==> src/rtl/ajuste_pkg.sv <==
// Shared definitions for the date-field adjuster: key codes, FSM states,
// cursor positions and the calendar day-limit rule.
package ajuste_pkg;

    localparam logic [7:0] KEY_UP    = 8'h73;
    localparam logic [7:0] KEY_DOWN  = 8'h72;
    localparam logic [7:0] KEY_LEFT  = 8'h6B;
    localparam logic [7:0] KEY_RIGHT = 8'h74;

    localparam logic [1:0] CAMPO_DIA  = 2'd0;
    localparam logic [1:0] CAMPO_MES  = 2'd1;
    localparam logic [1:0] CAMPO_ANIO = 2'd2;

    typedef enum logic [1:0] {
        S_IDLE   = 2'd0,
        S_EDIT   = 2'd1,
        S_COMMIT = 2'd2
    } fsm_t;

    // Years live in 2000..2099, so divisibility by 4 is the whole leap rule.
    function automatic logic [4:0] dias_en_mes(input logic [3:0] mes, input logic bisiesto);
        case (mes)
            4'd2:                      return bisiesto ? 5'd29 : 5'd28;
            4'd4, 4'd6, 4'd9, 4'd11:   return 5'd30;
            default:                   return 5'd31;
        endcase
    endfunction

endpackage

==> src/rtl/dias_mes.sv <==
// Combinational day limit for a given month and leap flag.
module dias_mes
    import ajuste_pkg::*;
(
    input  logic [3:0] mes,
    input  logic       bisiesto,
    output logic [4:0] max_dia
);

    assign max_dia = dias_en_mes(mes, bisiesto);

endmodule

==> src/rtl/contador_ajuste_fecha.sv <==
// Day/month/year editor driven by PS/2 key events while the main FSM is in
// the date-edit state; emits a one-cycle commit pulse when edits were made.
module contador_ajuste_fecha
    import ajuste_pkg::*;
#(
    parameter int unsigned YW       = 7,
    parameter int unsigned YEAR_MAX = 99,
    parameter logic [7:0]  ST_EDIT  = 8'h7D,
    parameter logic [1:0]  EN_EDIT  = 2'd1,
    parameter logic [7:0]  K_UP     = KEY_UP,
    parameter logic [7:0]  K_DOWN   = KEY_DOWN,
    parameter logic [7:0]  K_LEFT   = KEY_LEFT,
    parameter logic [7:0]  K_RIGHT  = KEY_RIGHT
) (
    input  logic          clk,
    input  logic          rst,
    input  logic [7:0]    estado,
    input  logic [1:0]    en,
    input  logic [7:0]    Cambio,
    input  logic          got_data,
    input  logic          load,
    input  logic [4:0]    dia_in,
    input  logic [3:0]    mes_in,
    input  logic [YW-1:0] anio_in,
    output logic [4:0]    Dia,
    output logic [3:0]    Mes,
    output logic [YW-1:0] Anio,
    output logic [1:0]    campo,
    output logic          editando,
    output logic          actualizar
);

    localparam logic [YW-1:0] Y_MAX = YW'(YEAR_MAX);

    fsm_t          state_q, state_d;
    logic          got_data_q;
    logic          dirty_q, dirty_d;
    logic [4:0]    dia_q, dia_d;
    logic [3:0]    mes_q, mes_d;
    logic [YW-1:0] anio_q, anio_d;
    logic [1:0]    campo_q, campo_d;

    logic          activo, key_ev, ev, up, down;
    logic [4:0]    max_cur, max_nxt, dia_base, dia_clamp;
    logic [3:0]    mes_cand;
    logic [YW-1:0] anio_cand;

    assign activo = (en == EN_EDIT) && (estado == ST_EDIT);
    assign key_ev = got_data && !got_data_q;
    assign ev     = (state_q == S_EDIT) && activo && key_ev;
    assign up     = ev && (Cambio == K_UP);
    assign down   = ev && (Cambio == K_DOWN);

    dias_mes u_max_cur (.mes(mes_q),    .bisiesto(anio_q[1:0] == 2'b00),    .max_dia(max_cur));
    dias_mes u_max_nxt (.mes(mes_cand), .bisiesto(anio_cand[1:0] == 2'b00), .max_dia(max_nxt));

    // Candidate month/year come from either a sanitised preload or a month/year key.
    always_comb begin
        // NOTE: every combinational output gets a default first, so no path leaves it unassigned (no latch).
        mes_cand  = mes_q;
        anio_cand = anio_q;
        dia_base  = dia_q;
        if (state_q == S_IDLE && load) begin
            mes_cand  = (mes_in == 4'd0 || mes_in > 4'd12) ? 4'd1 : mes_in;
            anio_cand = (anio_in > Y_MAX) ? Y_MAX : anio_in;
            dia_base  = (dia_in == 5'd0) ? 5'd1 : dia_in;
        end else if (campo_q == CAMPO_MES) begin
            if (up)        mes_cand = (mes_q >= 4'd12) ? 4'd1 : mes_q + 4'd1;
            else if (down) mes_cand = (mes_q <= 4'd1) ? 4'd12 : mes_q - 4'd1;
        end else if (campo_q == CAMPO_ANIO) begin
            if (up)        anio_cand = (anio_q >= Y_MAX) ? '0 : anio_q + YW'(1);
            else if (down) anio_cand = (anio_q == '0) ? Y_MAX : anio_q - YW'(1);
        end
    end

    assign dia_clamp = (dia_base > max_nxt) ? max_nxt : dia_base;

    always_comb begin
        dia_d   = dia_q;
        mes_d   = mes_q;
        anio_d  = anio_q;
        campo_d = campo_q;
        dirty_d = dirty_q;
        if (state_q == S_IDLE) begin
            if (activo) begin
                campo_d = CAMPO_DIA;
                dirty_d = 1'b0;
            end
            if (load) begin
                mes_d  = mes_cand;
                anio_d = anio_cand;
                dia_d  = dia_clamp;
            end
        end else if (ev) begin
            if (Cambio == K_RIGHT) begin
                campo_d = (campo_q == CAMPO_ANIO) ? CAMPO_DIA : campo_q + 2'd1;
            end else if (Cambio == K_LEFT) begin
                campo_d = (campo_q == CAMPO_DIA) ? CAMPO_ANIO : campo_q - 2'd1;
            end else if (up || down) begin
                dirty_d = 1'b1;
                if (campo_q == CAMPO_DIA) begin
                    if (up) dia_d = (dia_q >= max_cur) ? 5'd1 : dia_q + 5'd1;
                    else    dia_d = (dia_q <= 5'd1) ? max_cur : dia_q - 5'd1;
                end else begin
                    mes_d  = mes_cand;
                    anio_d = anio_cand;
                    dia_d  = dia_clamp;
                end
            end
        end
    end

    always_comb begin
        state_d = state_q;
        case (state_q)
            S_IDLE:   if (activo) state_d = S_EDIT;
            S_EDIT:   if (!activo) state_d = dirty_q ? S_COMMIT : S_IDLE;
            default:  state_d = S_IDLE;
        endcase
    end

    always_comb begin
        editando   = (state_q == S_EDIT);
        actualizar = (state_q == S_COMMIT);
    end

    always_ff @(posedge clk or posedge rst) begin
        if (rst) begin
            state_q    <= S_IDLE;
            got_data_q <= 1'b0;
            dirty_q    <= 1'b0;
            dia_q      <= 5'd1;
            mes_q      <= 4'd1;
            anio_q     <= '0;
            campo_q    <= CAMPO_DIA;
        end else begin
            // NOTE: non-blocking so every flop samples pre-edge values regardless of statement order.
            state_q    <= state_d;
            got_data_q <= got_data;
            dirty_q    <= dirty_d;
            dia_q      <= dia_d;
            mes_q      <= mes_d;
            anio_q     <= anio_d;
            campo_q    <= campo_d;
        end
    end

    assign Dia   = dia_q;
    assign Mes   = mes_q;
    assign Anio  = anio_q;
    assign campo = campo_q;

endmodule

==> config.mk <==
export PLATFORM = sky130hd
export DESIGN_NAME = contador_ajuste_fecha
export DESIGN_NICKNAME = d
export VERILOG_FILES = /design/src/rtl/ajuste_pkg.sv /design/src/rtl/dias_mes.sv /design/src/rtl/contador_ajuste_fecha.sv
export SDC_FILE = /design/constraint.sdc
export NUM_CORES = 1
export LEC_CHECK = 0
export CORE_MARGIN = 3
export CORE_UTILIZATION = 47
export DETAILED_ROUTE_END_ITERATION = 16
export PLACE_DENSITY_LB_ADDON = 0.1
export SYNTH_ARGS = -nofsm -noshare
export SYNTH_HDL_FRONTEND = slang
export SYNTH_SLANG_ARGS = --single-unit
==> constraint.sdc <==
create_clock -name clk -period 3.8 [get_ports clk]
set_clock_uncertainty 0.05 [all_clocks]
set_input_delay 0.38 -clock clk [delete_from_list [all_inputs] [get_ports clk]]
set_output_delay 0.38 -clock clk [all_outputs]
set_load 0.02 [all_outputs]
==> reports/results.tsv, run 1 <==
stage	metric	value	unit
run_status	status	finished clean	
cts	clk_latency	270	ps
grt	grt_antenna_before_repair	0	
power	peakVddDrop	0.000162	V
yosys	ys_ff_latch	22	
drt	routed_wl	8760	um
grt	grtUsageMet1	37.1	%
die	rows	26	
critical_path	crit_path_frequent_cell	a211oi_2	
final_layout	area_growth	42.2	%
yosys	synth_area_per_cell	7.85	um2
die	coreArea	5300	um2
drt	wl_per_cell	17.6	um
yosys	syn-num-nets	396	
grt	grt_use_met2	42.1	%
die	initial_core_util	50.2	%
drt	drt-vias-per-instance	6.31	
cts	clockBufferDepth	2	
yosys	synthFlopType	dfrtp_1	
cts	cts_root_buf	clkbuf_8	
grt	grt_usage	26.0	%
power	p_leak	1.58	nW
final_layout	num-nets-final	486	
yosys	synth_warnings	0	
grt	grt_pass1_vias	2792	
placement	numPortBuffers	57	
sta	setup_viol	0	
sta	slew-limit-headroom	37.6	%
critical_path	path_buf_inv	2	
yosys	synth-edff-count	0	
sta	period_share	97.7	%
yosys	yosysUniqueCellTypes	77	
cts	h-tree-depth	1	
critical_path	path_class	in -> reg	
sta	fin_crit	3710	ps
sta	worstMarginPinSlew	935	ps
final_layout	final_common_cell	clkdlybuf4s50_1	
worst_hold_path	hold_path_class	reg -> reg	
cts	numClockSinks	22	
yosys	netlist_area	2660	um2
die	dieArea	6600	um2
critical_path	arrival	3860	ps
critical_path	worst_path_max_delay_cell	or4_4	
drt	firstDrtPassIters	5	
grt	overflow	0	
placement	dpl_cell_area	3490	um2
drt	drc	0	
critical_path	worstSetupEndpointType	register	
drt	drt_iter0_markers	342	
die	die_h	81.3	um
final_layout	diodes	0	
grt	top_usage_layer	met2	
power	cellPowerDensity	250	nW/um2
critical_path	start_kind	primary input	
critical_path	slowest_delay	600	ps
cts	cts_tree	done	
yosys	ys_seq_area_share	20.8	%
cts	clkTransAtPathRegs	100	ps
cts	holdBufCountCts	0	
grt	grt.met3_usage	2.88	%
final_layout	layout_common_cells	53 x clkdlybuf4s50_1, 47 x buf_4, 33 x nand2_1	
grt	grt_max_degree	23	
cts	cts_buffers	3	
die	dieWidth	81.3	um
job	cap_violations	0	
yosys	ys_async_sr_fraction	100	%
drt	ant_nets	0	
drt	vias	3143	
yosys	syn_inst	339	
grt	grt_pass1_wl	13600	um
sta	hold_viol_final	0	
critical_path	path_cells	clkdlybuf4s50_1, nand2b_4, or4_4, o41ai_4, a31oi_4, buf_4, a211oi_2, ha_1, nand2_1, o21ai_2, a211oi_2, and2_4, nand2_4, o31ai_4, o32ai_2	
sta	drv_slew	0	
critical_path	crit_fanout	5	
placement	dp_hpwl	6370	um
final_layout	drive_above_1_share	23.1	%
final_layout	stdcell_area	3780	um2
critical_path	required	3950	ps
sta	fmax	269	MHz
sta	holdWs	491	ps
placement	place.gp.congestion	0.933	
die	io_pins	58	
critical_path	critPathTopFamily	compound AO/OA/AOI/OAI gates	
## kinds of logic after synthesis
| family | synth area share, % |
|---|---|
| AO/OA/AOI/OAI | 30.2 |
| adder cells (fa/ha/maj) | 8.93 |
| flip-flops | 20.8 |
| XOR/XNOR | 0.658 |
| AND/OR/NAND/NOR | 30.2 |
| multiplexers | 2.77 |
| buffers and inverters | 6.44 |
## tightest hold or removal path: stages, from the launching register on
cell and delay, ps:
dfrtp_1 370, o31ai_1 70, o21ai_0 70
## repair_timing
action                                  in CTS  in global routing
pin swaps                                    0                 19
setup buffers                                0                 10
resized for setup                            1                 36
cloned                                       0                  1
endpoints found under the setup margin       1                  2
## cell type report
cell class | instances | area (um2)
multi-input cells | 281 | 2080
fillers | 432 | 1520
repair buffers | 105 | 945
flip-flops and latches | 22 | 553
well taps | 70 | 87.6
inverters | 16 | 60.1
clock buffers | 4 | 55.1
## sequential cells by signal (all words and copies together) (netlist names)
| register | cells |
|---|---|
| campo | 2 |
| Mes | 4 |
| state_q | 2 |
| dirty_q | 1 |
| got_data_q | 1 |
| Anio | 7 |
| Dia | 5 |
## final timing paths
kind | cells past startpoint | from | to | slack, ps
min reg2reg | 2 | dirty_q$_DFFE_PP0P_ | dirty_q$_DFFE_PP0P_ | 490
max reg2reg | 17 | Mes[0]$_DFFE_PP1P_ | Dia[0]$_DFFE_PP1P_ | 170
max | 15 | estado[6] | Dia[0]$_DFFE_PP1P_ | 90
min in group asynchronous | 2 | rst | Dia[1]$_DFFE_PP0P_ | 560
min | 2 | dirty_q$_DFFE_PP0P_ | dirty_q$_DFFE_PP0P_ | 490
max in group asynchronous | 2 | rst | campo[0]$_DFFE_PP0P_ | 2560
## per-layer routing
metal  routed length [um]  vias up  part of all wire [%]
li1                     -     1467                     -
met1                 3830     1521                    44
met2                 4270      145                    49
met3                  569       10                   6.5
met4                   90        0                   1.0
met5                    0        -                     0
## metrics by stage
| step | utilization (%) | power (mW) | TNS [ps] | cells | setup WS (ps) |
|---|---|---|---|---|---|
| 3_3_place_gp | 65.9 | 0.722 | -89.0 | 483 | -89.0 |
| 4_1_cts | 67.0 | 0.912 | 0 | 487 | 17.3 |
| 3_5_place_dp | 65.9 | 0.733 | -269 | 483 | -218 |
| 2_1_floorplan | - | 0.551 | 0 | 339 | 73.2 |
| 5_1_grt | 71.4 | 1.00 | -86.2 | 498 | -46.6 |
| 6_report | 71.4 | 0.945 | 0 | 498 | 88.6 |
## report_power, final
| group | leakage, nW | total, mW | switching, mW | internal (mW) |
|---|---|---|---|---|
| Combinational | 1.28 | 0.457 | 0.234 | 0.224 |
| Sequential | 0.265 | 0.307 | 0.0493 | 0.258 |
| Clock | 0.0288 | 0.181 | 0.0885 | 0.0926 |
| Total | 1.58 | 0.945 | 0.372 | 0.574 |
## cells in the mapped netlist (4+ instances only)
library cell	count	area share, %
inv_1	15	2.1
o31ai_1	6	1.7
clkbuf_1	14	2.0
nand3_1	17	3.2
o21ai_1	5	0.94
dfrtp_1	20	19
nor2b_1	8	1.9
nand4_1	7	1.6
ha_1	19	8.9
and3_1	6	1.4
nand2_1	34	4.8
a31oi_1	7	1.6
nor2_1	31	4.4
mux2i_1	4	1.5
nor3_1	11	2.1
buf_6	4	1.7
o21ai_0	27	5.1
o211ai_1	6	1.7
a21oi_1	12	2.3
a211oi_1	4	1.1
Note: power is estimated with default switching activity, not from simulation.
==> run 2, diff against run 1 <==
--- a/config.mk
+++ b/config.mk
@@ -5,6 +5,7 @@
 export SDC_FILE = /design/constraint.sdc
 export NUM_CORES = 1
 export LEC_CHECK = 0
+export ABC_CLOCK_PERIOD_IN_PS = 3800
 export CORE_MARGIN = 3
 export CORE_UTILIZATION = 47
 export DETAILED_ROUTE_END_ITERATION = 16
==> results of run 2 <==
Final layout, timing and power as in run 1 (identical DEF).
